==> config.mk <==
export PLATFORM = sky130hd
export DESIGN_NAME = qspi_phase_seq_flat
export DESIGN_NICKNAME = d
export VERILOG_FILES = /design/src/rtl/qspi_pkg.sv /design/src/rtl/qspi_phase_seq_if.sv /design/src/rtl/qspi_phase_seq.sv /design/src/flat_wrapper.sv
export SDC_FILE = /design/constraint.sdc
export NUM_CORES = 1
export LEC_CHECK = 0
export BUFFER_PORTS_ARGS = -buffer_cell sky130_fd_sc_hd__buf_2
export CAP_MARGIN = 15
export CORE_ASPECT_RATIO = 0.7
export CORE_MARGIN = 3
export CORE_UTILIZATION = 55
export CTS_CLUSTER_DIAMETER = 30
export DETAILED_ROUTE_END_ITERATION = 10
export HOLD_SLACK_MARGIN = 0.12
export PLACE_DENSITY = 0.78
export REMOVE_ABC_BUFFERS = 1
export SYNTH_ARGS = -nofsm -noshare
export SYNTH_HDL_FRONTEND = slang
export SYNTH_SLANG_ARGS = --single-unit
==> constraint.sdc <==
create_clock -name clk -period 4.3 [get_ports clk]
set_input_delay 1.29 -clock clk [delete_from_list [all_inputs] [get_ports clk]]
set_output_delay 1.29 -clock clk [all_outputs]
set_load 0.005 [all_outputs]
==> src/rtl/qspi_pkg.sv <==
// Shared types, beat constants and phase-selection helpers for the QSPI phase sequencer.
// The helpers are pure functions so the sequencer and any reference model agree on ordering.
package qspi_pkg;

    typedef enum logic [2:0] {
        PH_IDLE,
        PH_SETUP,
        PH_CMD,
        PH_ADDR,
        PH_MODE,
        PH_DUMMY,
        PH_DATA,
        PH_HOLD
    } phase_e;

    localparam int CMD_BEATS_1L  = 8;
    localparam int CMD_BEATS_4L  = 2;
    localparam int ADDR_BEATS_24 = 6;
    localparam int ADDR_BEATS_32 = 8;
    localparam int MODE_BEATS    = 2;

    typedef struct packed {
        logic       cmd_en;
        logic       cmd_quad;
        logic       addr_en;
        logic       addr_4b;
        logic       mode_en;
        logic [3:0] dummy_cycles;
        logic       data_en;
        logic [3:0] data_beats_m1;
        logic       xip_en;
    } desc_t;

    function automatic logic is_counted(phase_e p);
        return (p == PH_CMD) || (p == PH_ADDR) || (p == PH_MODE) ||
               (p == PH_DUMMY) || (p == PH_DATA);
    endfunction

    function automatic logic phase_enabled(phase_e p, desc_t d);
        logic en;
        en = 1'b0;
        case (p)
            PH_CMD:   en = d.cmd_en & ~d.xip_en;
            PH_ADDR:  en = d.addr_en;
            PH_MODE:  en = d.mode_en;
            PH_DUMMY: en = (d.dummy_cycles != 4'd0);
            PH_DATA:  en = d.data_en;
            default:  en = 1'b0;
        endcase
        return en;
    endfunction

    // Later phases are tested first so the earliest enabled phase after cur wins.
    function automatic phase_e next_phase(phase_e cur, desc_t d);
        phase_e nxt;
        nxt = PH_HOLD;
        if ((cur < PH_DATA)  && phase_enabled(PH_DATA, d))  nxt = PH_DATA;
        if ((cur < PH_DUMMY) && phase_enabled(PH_DUMMY, d)) nxt = PH_DUMMY;
        if ((cur < PH_MODE)  && phase_enabled(PH_MODE, d))  nxt = PH_MODE;
        if ((cur < PH_ADDR)  && phase_enabled(PH_ADDR, d))  nxt = PH_ADDR;
        if ((cur < PH_CMD)   && phase_enabled(PH_CMD, d))   nxt = PH_CMD;
        return nxt;
    endfunction

    function automatic logic [3:0] phase_target(phase_e p, desc_t d);
        logic [3:0] t;
        t = 4'd0;
        case (p)
            PH_CMD:   t = d.cmd_quad ? 4'(CMD_BEATS_4L - 1) : 4'(CMD_BEATS_1L - 1);
            PH_ADDR:  t = d.addr_4b ? 4'(ADDR_BEATS_32 - 1) : 4'(ADDR_BEATS_24 - 1);
            PH_MODE:  t = 4'(MODE_BEATS - 1);
            PH_DUMMY: t = d.dummy_cycles - 4'd1;
            PH_DATA:  t = d.data_beats_m1;
            default:  t = 4'd0;
        endcase
        return t;
    endfunction

endpackage

==> src/rtl/qspi_phase_seq_if.sv <==
// Descriptor request channel from the AHB-side front end to the phase sequencer.
// Handshake: a descriptor transfers on the clock edge where req_valid and req_ready are both high.
interface qspi_phase_seq_if;
    logic       req_valid;
    logic       req_ready;
    logic       cmd_en;
    logic       cmd_quad;
    logic       addr_en;
    logic       addr_4b;
    logic       mode_en;
    logic [3:0] dummy_cycles;
    logic       data_en;
    logic [3:0] data_beats_m1;
    logic       xip_en;

    modport master (
        output req_valid, cmd_en, cmd_quad, addr_en, addr_4b, mode_en,
               dummy_cycles, data_en, data_beats_m1, xip_en,
        input  req_ready
    );

    modport slave (
        input  req_valid, cmd_en, cmd_quad, addr_en, addr_4b, mode_en,
               dummy_cycles, data_en, data_beats_m1, xip_en,
        output req_ready
    );
endinterface

==> src/rtl/qspi_phase_seq.sv <==
// Walks one QSPI flash frame (CS setup, counted phases, CS hold) per accepted descriptor,
// steering the external beat counter and driving cs_n; phase doubles as the FSM state.
module qspi_phase_seq
    import qspi_pkg::*;
#(
    parameter int SETUP_CYCLES = 1,
    parameter int HOLD_CYCLES  = 1
) (
    input  logic                    clk,
    input  logic                    rst_n,
    qspi_phase_seq_if.slave         req,
    output phase_e                  phase,
    output logic                    start_count,
    output logic [3:0]              target_count,
    output logic                    xip_field_out,
    input  logic                    count_done,
    output logic                    cs_n,
    output logic                    busy,
    output logic                    done
);

    localparam logic [3:0] SETUP_LOAD = 4'(SETUP_CYCLES - 1);
    localparam logic [3:0] HOLD_LOAD  = 4'(HOLD_CYCLES - 1);

    phase_e     state_q, state_d;
    logic [3:0] timer_q, timer_d;
    desc_t      desc_q, desc_d;
    logic       ready_q, ready_d;
    logic       start_d, xip_d, cs_n_d, busy_d, done_d;
    logic [3:0] target_d;

    assign phase         = state_q;
    assign req.req_ready = ready_q;

    always_ff @(posedge clk or negedge rst_n) begin
        if (!rst_n) begin
            state_q       <= PH_IDLE;
            timer_q       <= 4'd0;
            desc_q        <= '0;
            ready_q       <= 1'b1;
            start_count   <= 1'b0;
            target_count  <= 4'd0;
            xip_field_out <= 1'b0;
            cs_n          <= 1'b1;
            busy          <= 1'b0;
            done          <= 1'b0;
        end else begin
            state_q       <= state_d;
            timer_q       <= timer_d;
            desc_q        <= desc_d;
            ready_q       <= ready_d;
            start_count   <= start_d;
            target_count  <= target_d;
            xip_field_out <= xip_d;
            cs_n          <= cs_n_d;
            busy          <= busy_d;
            done          <= done_d;
        end
    end

    always_comb begin
        state_d = state_q;
        timer_d = timer_q;
        desc_d  = desc_q;
        xip_d   = xip_field_out;
        done_d  = 1'b0;

        case (state_q)
            PH_IDLE: begin
                if (req.req_valid && ready_q) begin
                    desc_d = '{cmd_en:        req.cmd_en,
                               cmd_quad:      req.cmd_quad,
                               addr_en:       req.addr_en,
                               addr_4b:       req.addr_4b,
                               mode_en:       req.mode_en,
                               dummy_cycles:  req.dummy_cycles,
                               data_en:       req.data_en,
                               data_beats_m1: req.data_beats_m1,
                               xip_en:        req.xip_en};
                    xip_d   = req.xip_en;
                    timer_d = SETUP_LOAD;
                    state_d = PH_SETUP;
                end
            end
            PH_SETUP: begin
                if (timer_q == 4'd0) begin
                    state_d = next_phase(PH_SETUP, desc_q);
                    if (state_d == PH_HOLD) timer_d = HOLD_LOAD;
                end else begin
                    timer_d = timer_q - 4'd1;
                end
            end
            PH_HOLD: begin
                if (timer_q == 4'd0) begin
                    state_d = PH_IDLE;
                    done_d  = 1'b1;
                end else begin
                    timer_d = timer_q - 4'd1;
                end
            end
            default: begin
                // Counted phases: the beat counter paces us via count_done.
                if (count_done) begin
                    state_d = next_phase(state_q, desc_q);
                    if (state_d == PH_HOLD) timer_d = HOLD_LOAD;
                end
            end
        endcase

        // Counter controls are derived from the next state so they change on the same edge.
        start_d  = is_counted(state_d);
        target_d = start_d ? phase_target(state_d, desc_d) : 4'd0;
        cs_n_d   = (state_d == PH_IDLE);
        busy_d   = (state_d != PH_IDLE);
        ready_d  = (state_d == PH_IDLE);
    end

endmodule
==> src/flat_wrapper.sv <==
// flat-port wrapper written by rule: the top's interface ports become plain ports
module qspi_phase_seq_flat import qspi_pkg::*;
#(
    parameter int SETUP_CYCLES = 1,
    parameter int HOLD_CYCLES  = 1
)
  (clk, rst_n, phase, start_count, target_count, xip_field_out, count_done, cs_n, busy, done, req_req_valid, req_cmd_en, req_cmd_quad, req_addr_en, req_addr_4b, req_mode_en, req_dummy_cycles, req_data_en, req_data_beats_m1, req_xip_en, req_req_ready);
  qspi_phase_seq_if req_i ();
  input  logic clk;
  input  logic rst_n;
  output phase_e phase;
  output logic start_count;
  output logic [3:0] target_count;
  output logic xip_field_out;
  input  logic count_done;
  output logic cs_n;
  output logic busy;
  output logic done;
  input wire logic [$bits(req_i.req_valid)-1:0] req_req_valid;
  input wire logic [$bits(req_i.cmd_en)-1:0] req_cmd_en;
  input wire logic [$bits(req_i.cmd_quad)-1:0] req_cmd_quad;
  input wire logic [$bits(req_i.addr_en)-1:0] req_addr_en;
  input wire logic [$bits(req_i.addr_4b)-1:0] req_addr_4b;
  input wire logic [$bits(req_i.mode_en)-1:0] req_mode_en;
  input wire logic [$bits(req_i.dummy_cycles)-1:0] req_dummy_cycles;
  input wire logic [$bits(req_i.data_en)-1:0] req_data_en;
  input wire logic [$bits(req_i.data_beats_m1)-1:0] req_data_beats_m1;
  input wire logic [$bits(req_i.xip_en)-1:0] req_xip_en;
  output wire logic [$bits(req_i.req_ready)-1:0] req_req_ready;
  assign req_i.req_valid = req_req_valid;
  assign req_i.cmd_en = req_cmd_en;
  assign req_i.cmd_quad = req_cmd_quad;
  assign req_i.addr_en = req_addr_en;
  assign req_i.addr_4b = req_addr_4b;
  assign req_i.mode_en = req_mode_en;
  assign req_i.dummy_cycles = req_dummy_cycles;
  assign req_i.data_en = req_data_en;
  assign req_i.data_beats_m1 = req_data_beats_m1;
  assign req_i.xip_en = req_xip_en;
  assign req_req_ready = req_i.req_ready;
  qspi_phase_seq #(.SETUP_CYCLES(SETUP_CYCLES), .HOLD_CYCLES(HOLD_CYCLES)) u_core (.clk(clk), .rst_n(rst_n), .req(req_i), .phase(phase), .start_count(start_count), .target_count(target_count), .xip_field_out(xip_field_out), .count_done(count_done), .cs_n(cs_n), .busy(busy), .done(done));
endmodule
==> impl_metrics.yaml, run 1 <==
clocking:
  clock_sinks: 30
  numCtsBuffers: 5
  clock_latency_ps: 290
  cts_repair_resize_count: 0
  clk_pin_slew_ps: 60
  post_cts_buffers: 0
  cts_tree: "built"
  clockRootBuffer: "clkbuf_8"
  cts_max_level: 2
  cts.hold.buffers_added: 0
  cts_buffer_depth: 2
sta:
  skew_ps: 2.19
  max_freq_mhz: 319
  period_minus_slack_ps: 3140
  final_max_slew_viol_count: 0
  setup_tns_ps: 0
  rsz0062_at_grt: "no"
  whs_ps: 502
  setup_viol: 0
  worst_pin_slew_ps: 848
  fin_crit_sh_pct: 72.9
  slew_headroom_pct: 43.5
  layout_setup_ws_ps: 1160
  hold_violations: 0
worst_setup_path:
  crit_path_cell_trace: "nor4b_1, and2_1, mux2i_1, ha_1, nor4_1, o31a_1"
  end_kind: "flip-flop"
  worst-setup-path-type: "flip-flop to flip-flop"
  crit_path_start_kind: "flip-flop"
  cp_top_family: "simple AND/OR/NAND/NOR gates"
  crit_slowest_cell: "and2_1"
  cp_num_buf_inv: 0
  crit_fanout: 18
  max_stage_delay_ps: 760
  cp_data_arrival_time_ps: 3360
  crit_required_ps: 4530
place:
  place_inst: 207
  place_congestion: 0.794
  dpl.hpwl_um: 2570
  port_buffers: 31
  dp_slack_ps: 998
cells_and_area:
  fin_cells: 215
  finalNetCount: 202
  drive_gt1_share_pct: 33.7
  area_delta_synth_final_pct: 15.4
  diodes: 0
yosys:
  syn_area_per_cell_um2: 10.9
  synth.distinct_cells: 49
  synth_top_area_share_pct: 44.5
  synth_top_cell_by_area: "dfrtp_1"
  synthesis.area_um2: 1630
  seq_area_frac_synth_pct: 46.2
  ys_seq_elements: 30
  synth_edf_count: 0
  synth-main-ff-cell: "dfrtp_1"
  ys_warn_count: 0
  synth_area_leaders: "dfrtp_1, mux2_2, mux2i_1, o21ai_0, ha_1"
  synth_cells: 149
  async_flop_share_pct: 100
floorplanning:
  die_w_um: 71.1
  rows: 15
  die_h_um: 51.5
  initial_utilization_pct: 62.0
  boundaryPins: 32
  die_area_um2: 3660
  core-area_um2: 2630
detailed_routing:
  dr_wl_met2_um: 1730
  first_iter_violations: 113
  dr.pass1.iters: 4
  wl_per_cell_um: 16.8
  ant_nets: 0
  drt-total-wl_um: 3610
  vias: 1275
  wl_met3_um: 246
  drc: 0
  drt-met1-wl_um: 1580
  top_layer: "met4"
  viasPerCell: 5.93
power_and_ir_drop:
  leakage_uw: 0.000899
  p_per_area_nw_per_um2: 774
  vdd_drop_max_mv: 0.405
global_route:
  antenna_found_initial: 0
  groute.usage.overall_pct: 22.1
  grt_max_degree: 31
  grt_pass1_vias: 1313
  grt_pass1_wl_um: 6120
  grt-ovfl-total: 0
hold_path:
  min_path_type: "flip-flop to flip-flop"
outcome:
  status: "finished, final reports clean"
job:
  maxCapViolations: 0
-- power by group --
group          switching [uW]  leakage (uW)  total, uW  internal, uW
registers                93.4      0.000380        474           381
clock network             111     0.0000579        281           170
logic                     379      0.000461        700           321
-- metrics by stage --
step	area, um2	power, uW	util [%]
after floorplan	1570	959	-
after global placement	1770	1140	67.4
after detailed placement	1770	1170	67.4
after CTS	1880	1450	71.6
after global routing	1880	1570	71.6
final	1880	1450	71.6
-- cell usage after synthesis, drive strengths merged, types with 2 or more instances --
cell    number
nand3b       2
nand2       10
o211ai       2
a21oi        3
nor2b        3
mux2i        5
inv         10
mux2        11
buf          7
nor4         2
o21ai       12
o41ai        2
a31oi        2
nand2b       4
o22ai        2
and2         3
nor3         4
dfrtp       29
nor2         7
ha           3
nand3        2
-- cells in the final DEF, fill, tap and decap left out, types with 2 or more instances in the layout --
master	n
nand2b_1	4
mux2i_1	5
nand2_1	10
nor2b_1	3
ha_1	3
dfrtp_1	29
nand3_1	2
inv_1	10
and2_1	3
nor2_1	7
o21ai_1	3
buf_2	31
o22ai_1	2
mux2_2	11
clkinv_2	2
clkbuf_8	5
o211ai_1	2
o41ai_2	2
a31oi_1	2
nand3b_1	2
a21oi_1	3
nor3_1	4
o21ai_0	9
-- final cells by class --
| cell class | count | area (um2) |
|---|---|---|
| Clock inverter | 3 | 40.0 |
| Timing Repair Buffer | 32 | 163 |
| Multi-Input combinational cell | 100 | 773 |
| Inverter | 11 | 41.3 |
| Clock buffer | 5 | 68.8 |
| Tap cell | 34 | 42.5 |
| Sequential cell | 30 | 752 |
| Fill cell | 214 | 747 |
-- worst paths after layout --
| path | start | to | slack [ps] | cells after the start |
|---|---|---|---|---|
| worst min-delay path | u_core.desc_q[4] | u_core.desc_q[4] | 500 | 1 |
| worst min register to register | u_core.desc_q[4] | u_core.desc_q[4] | 500 | 1 |
| worst max register to register | u_core.phase[2] | u_core.target_count[1] | 1160 | 6 |
| worst max-delay path | u_core.phase[2] | u_core.target_count[1] | 1160 | 6 |
| max in group asynchronous | rst_n | u_core.desc_q[10] | 2840 | 1 |
| min in group asynchronous | rst_n | u_core.done | 1030 | 1 |
-- state kept, by name, indices dropped and copies added, names as in the netlist --
name / count
u_core.req.req_ready: 1
u_core.xip_field_out: 1
u_core.phase: 3
u_core.done: 1
u_core.busy: 1
u_core.start_count: 1
u_core.desc_q: 14
u_core.target_count: 4
u_core.timer_q: 4
-- cell families after synthesis --
group | count (synthesis) | share of synthesized area (%)
compound gates | 32 | 15.5
xor+xnor | 1 | 0.538
fa+ha+maj | 3 | 2.30
buf+inv | 19 | 6.37
flops | 30 | 46.2
mux | 16 | 10.7
simple gates | 48 | 18.4
-- layer usage --
layer  up-vias  GRT usage [%]
met5         -              0
met4         0           11.3
met3         9           6.56
met2        49           34.0
met1       623           28.7
li1        594              -
Note: power is estimated with default switching activity, not from simulation.
==> inputs of run 2 (changes only) <==
--- a/config.mk
+++ b/config.mk
@@ -9,11 +9,11 @@
 export CAP_MARGIN = 15
 export CORE_ASPECT_RATIO = 0.7
 export CORE_MARGIN = 3
-export CORE_UTILIZATION = 55
+export CORE_UTILIZATION = 49
 export CTS_CLUSTER_DIAMETER = 30
 export DETAILED_ROUTE_END_ITERATION = 10
 export HOLD_SLACK_MARGIN = 0.12
-export PLACE_DENSITY = 0.78
+export PLACE_DENSITY = 0.73
 export REMOVE_ABC_BUFFERS = 1
 export SYNTH_ARGS = -nofsm -noshare
 export SYNTH_HDL_FRONTEND = slang
==> constraint.sdc (replaced) <==
create_clock -name clk -period 2.7 [get_ports clk]
set_input_delay 0.81 -clock clk [delete_from_list [all_inputs] [get_ports clk]]
set_output_delay 0.81 -clock clk [all_outputs]
set_load 0.005 [all_outputs]
==> run 2 against run 1 <==
Net effect: clock-buffer cell count increased by 3; wire length is 0.58% lower; register-to-register slack got worse by 920 ps; flip-flop and latch count stayed put; critical path depth grew 1; sequential share of layout area down 0.73 points; sequential power rose by 47%; worst hold slack lost 1.2 ps; worst setup slack got worse by 920 ps; largest power group unchanged.
==> impl_metrics.yaml, run 2 (synthesis gave the netlist of run 1 again) <==
outcome:
  status: "finished, final reports clean"
cells_and_area:
  fin_util_pct: 64.2
  final_cell_mix: "buf_2, dfrtp_1, mux2_2"
  postLayoutCellArea_um2: 1920
  drive_gt1_share_pct: 35.3
  largest_reg_flops: 14
  diodes: 0
  finalNetCount: 208
  area_delta_synth_final_pct: 17.6
  layout_commonest_cell: "buf_2"
  fillers: 253
  regMostFlops: "u_core.desc_q"
  reg_top3: "u_core.desc_q x14, u_core.target_count x4, u_core.timer_q x4"
place:
  dpl.hpwl_um: 2650
  place_congestion: 0.937
  dp_slack_ps: 85.3
  port_buffers: 31
  postPlaceCellArea_um2: 1820
detailed_routing:
  vias: 1291
  wl_per_cell_um: 16.1
  first_iter_violations: 75
  drt-total-wl_um: 3590
  ant_nets: 0
  drc: 0
  dr.pass1.iters: 5
  viasPerCell: 5.79
worst_setup_path:
  worst-setup-path-type: "flip-flop to flip-flop"
  crit_fanout: 5
  r2r_cells: 7
  rr_startpoint: "u_core.req.req_ready"
  crit_path_start_kind: "flip-flop"
  r2r_setup_slack_ps: 250
  reg2reg_to: "u_core.target_count[2]"
  crit_required_ps: 2870
  end_kind: "flip-flop"
  cp_data_arrival_time_ps: 2620
sta:
  setup_tns_ps: 0
  final_max_slew_viol_count: 0
  slew_headroom_pct: 55.2
  period_minus_slack_ps: 2450
  max_freq_mhz: 408
  hold_violations: 0
  layout_setup_ws_ps: 248
  skew_ps: 9.05
  setup_viol: 0
  fin_crit_sh_pct: 90.8
  rsz0062_at_grt: "no"
  worst_pin_slew_ps: 672
hold_path:
  worstHoldPathCells: 1
  worstHoldStart: "u_core.desc_q[11]"
  holdPathEnd: "u_core.desc_q[11]"
  min_path_type: "flip-flop to flip-flop"
power_and_ir_drop:
  leakage_uw: 0.000917
  vdd_drop_max_mv: 0.610
  p_per_area_nw_per_um2: 1190
clocking:
  clk_pin_slew_ps: 60
  cts_buffer_depth: 2
  clock_sinks: 30
  cts.hold.buffers_added: 0
  clockRootBuffer: "clkbuf_8"
  cts_repair_resize_count: 0
  cts_max_level: 2
  numCtsBuffers: 5
  clock_latency_ps: 280
  post_cts_buffers: 0
  cts_tree: "built"
floorplanning:
  initial_utilization_pct: 54.6
  die_h_um: 54.2
  core-area_um2: 2980
  boundaryPins: 32
  die_area_um2: 4060
  rows: 16
  die_w_um: 74.9
global_route:
  antenna_found_initial: 0
  grt_pass1_wl_um: 5730
  grt_pass1_vias: 1236
  grt_max_degree: 31
  grt-ovfl-total: 0
  groute.usage.overall_pct: 19.4
job:
  maxCapViolations: 0
## run 2: cell types whose count changed in the layout (fill, tap and decap cells not counted), sizes merged
cell and delta:
bufinv -1, buf +6, clkbuf +3, clkinv -2
## run 2: how the worst max path moves through the flow
stage,end,from,slack (ps)
after floorplan,u_core.busy,req_req_valid,50
after global placement,u_core.target_count[1],u_core.req.req_ready,200
after detailed placement,u_core.target_count[2],u_core.req.req_ready,90
after CTS,u_core.target_count[2],u_core.req.req_ready,70
after global routing,u_core.target_count[1],u_core.req.req_ready,40
final,u_core.target_count[2],u_core.req.req_ready,250
## run 2: area by class of cell
class | instances | area, um2 | area share, %
multi-input combinational | 100 | 779 | 40.7
sequential | 30 | 752 | 39.3
timing repair buffer | 38 | 208 | 10.8
clock buffer | 8 | 90.1 | 4.70
tap | 36 | 45.0 | 2.35
inverter | 11 | 41.3 | 2.16
## run 2: routing by layer
metal | global-route usage, % | vias up | wire [um]
met5 | 0 | - | 0
met4 | 9.47 | 0 | 66
met3 | 6.06 | 9 | 177
met2 | 30.2 | 37 | 1670
met1 | 24.7 | 632 | 1680
li1 | - | 613 | -
## run 2: power by group
part	switching, uW	leakage, uW	internal, uW	total [uW]
registers	92.1	0.000380	607	699
logic	662	0.000492	553	1220
clock network	166	0.0000455	208	373
## run 2: through the flow
stage	total power (uW)	hold WS [ps]	cells
final	2290	501	223
after global routing	2470	507	223
after CTS	2280	499	223
after detailed placement	1910	485	215
after global placement	1860	481	215
after floorplan	1530	464	141
## run 2: worst max-delay path, stage by stage, from the launching register on
cell and delay (ps):
dfstp_2 540, nor4b_2 340, and2_1 310, mux2i_1 400, ha_1 240, xor2_1 80
a21oi_1 210, a2bb2o_4 230
==> inputs of run 3 (changes only) <==
--- a/config.mk
+++ b/config.mk
@@ -6,14 +6,14 @@
 export NUM_CORES = 1
 export LEC_CHECK = 0
 export BUFFER_PORTS_ARGS = -buffer_cell sky130_fd_sc_hd__buf_2
-export CAP_MARGIN = 15
+export CAP_MARGIN = 25
 export CORE_ASPECT_RATIO = 0.7
 export CORE_MARGIN = 3
-export CORE_UTILIZATION = 49
+export CORE_UTILIZATION = 55
 export CTS_CLUSTER_DIAMETER = 30
 export DETAILED_ROUTE_END_ITERATION = 10
 export HOLD_SLACK_MARGIN = 0.12
-export PLACE_DENSITY = 0.73
+export PLACE_DENSITY = 0.78
 export REMOVE_ABC_BUFFERS = 1
 export SYNTH_ARGS = -nofsm -noshare
 export SYNTH_HDL_FRONTEND = slang
==> constraint.sdc (replaced) <==
create_clock -name clk -period 3 [get_ports clk]
set_input_delay 0.9 -clock clk [delete_from_list [all_inputs] [get_ports clk]]
set_output_delay 0.9 -clock clk [all_outputs]
set_load 0.005 [all_outputs]
==> run 3 against run 2 <==
Net effect: core utilization up 9.2 points; final area up 0.72%; register-to-register slack better by 240 ps; final cell count down 2.7%; power down 3.1%; clock skew up 1.5 ps; clock-buffer cell count down 2; non-clock buffer count down 4; fmax down 2.2%; via count down 3.3%; flip-flop and latch count unchanged; largest power group unchanged.
==> impl_metrics.yaml, run 3 (synthesis gave the netlist of run 1 again) <==
global_route:
  groute.usage.overall_pct: 21.0
  grt_max_degree: 31
  grt-ovfl-total: 0
  grt_pass1_wl_um: 5750
  grt_pass1_vias: 1234
  antenna_found_initial: 0
cells_and_area:
  area_delta_synth_final_pct: 18.4
  finalNetCount: 204
  layout_commonest_cell: "buf_2"
  fin_util_pct: 73.4
  fillers: 183
  drive_gt1_share_pct: 34.4
  final_cell_mix: "buf_2, dfrtp_1, mux2_2"
  reg_top3: "u_core.desc_q x14, u_core.target_count x4, u_core.timer_q x4"
  largest_reg_flops: 14
  diodes: 0
  regMostFlops: "u_core.desc_q"
sta:
  rsz0062_at_grt: "no"
  period_minus_slack_ps: 2510
  slew_headroom_pct: 56.6
  setup_viol: 0
  hold_violations: 0
  skew_ps: 10.5
  fin_crit_sh_pct: 83.6
  worst_pin_slew_ps: 651
  final_max_slew_viol_count: 0
  max_freq_mhz: 399
  setup_tns_ps: 0
worst_setup_path:
  crit_required_ps: 3220
  worst-setup-path-type: "flip-flop to flip-flop"
  cp_data_arrival_time_ps: 2730
  max_stage_delay_ps: 530
  end_kind: "flip-flop"
  crit_fanout: 13
  crit_path_start_kind: "flip-flop"
  crit_slowest_cell: "dfrtp_1"
  crit_path_cell_trace: "nor4b_1, and2_1, mux2i_1, ha_1, nor4_1, o31a_1"
floorplanning:
  rows: 15
  initial_utilization_pct: 62.0
  die_h_um: 51.5
  core-area_um2: 2630
  die_area_um2: 3660
  die_w_um: 71.1
  boundaryPins: 32
clocking:
  cts_repair_resize_count: 0
  post_cts_buffers: 0
  clk_pin_slew_ps: 70
  cts_buffer_depth: 2
  cts_max_level: 2
  numCtsBuffers: 5
  clockRootBuffer: "clkbuf_8"
  cts.hold.buffers_added: 0
  clock_sinks: 30
  cts_tree: "built"
  clock_latency_ps: 290
outcome:
  status: "finished, final reports clean"
detailed_routing:
  viasPerCell: 5.76
  dr.pass1.iters: 4
  wl_per_cell_um: 15.8
  vias: 1249
  drc: 0
  ant_nets: 0
  drt-total-wl_um: 3420
  first_iter_violations: 78
power_and_ir_drop:
  vdd_drop_max_mv: 0.581
  leakage_uw: 0.000923
  p_per_area_nw_per_um2: 1150
place:
  port_buffers: 31
  place_congestion: 0.878
  dpl.hpwl_um: 2510
hold_path:
  min_path_type: "flip-flop to flip-flop"
job:
  maxCapViolations: 0
==> run 3: final timing paths <==
| check | to | slack [ps] | startpoint | cells after the start |
|---|---|---|---|---|
| worst min register to register | u_core.desc_q[11] | 510 | u_core.desc_q[11] | 1 |
| worst max register to register | u_core.target_count[1] | 490 | u_core.phase[2] | 6 |
| worst min-delay path | u_core.desc_q[11] | 510 | u_core.desc_q[11] | 1 |
| worst max-delay path | u_core.target_count[1] | 490 | u_core.phase[2] | 6 |
| max in group asynchronous | u_core.desc_q[6] | 1930 | rst_n | 1 |
| min in group asynchronous | u_core.desc_q[5] | 640 | rst_n | 1 |
==> run 3: final cells by class <==
cell class | instances | area (um2) | share of cell area, %
clock buffers | 6 | 82.6 | 4.28
inverters | 11 | 41.3 | 2.14
multi-input cells | 100 | 773 | 40.1
clock inverters | 2 | 60.1 | 3.11
well taps | 34 | 42.5 | 2.20
flip-flops and latches | 30 | 752 | 39.0
repair buffers | 34 | 178 | 9.21
==> run 3: metrics by stage <==
step           hold slack, ps  instance area [um2]  worst slack, ps  instances  power (uW)
2_1_floorplan             464                 1570              260        141        1370
3_3_place_gp              481                 1790              474        209        1650
3_5_place_dp              493                 1790              479        209        1690
4_1_cts                   510                 1930              502        217        2210
5_1_grt                   522                 1930              280        217        2370
6_report                  507                 1930              492        217        2220
==> run 3: critical path, delay by kind of cell, from the launching register on <==
kind,cells,cell delay (ps)
compound gates,1,170
fa+ha+maj,1,300
flops,1,530
mux,1,360
simple gates,3,1090
==> run 3: power breakdown <==
part | switching (uW) | internal (uW)
combinational | 552 | 477
sequential | 133 | 545
clock | 156 | 354
total | 841 | 1380
==> run 3: metal layers <==
metal	vias to the layer above	GRT usage, %	part of all wire (%)
li1	601	-	-
met1	601	26.6	44
met5	-	0	0
met2	39	32.0	47
met4	0	10.6	1.9
met3	8	7.34	6.4
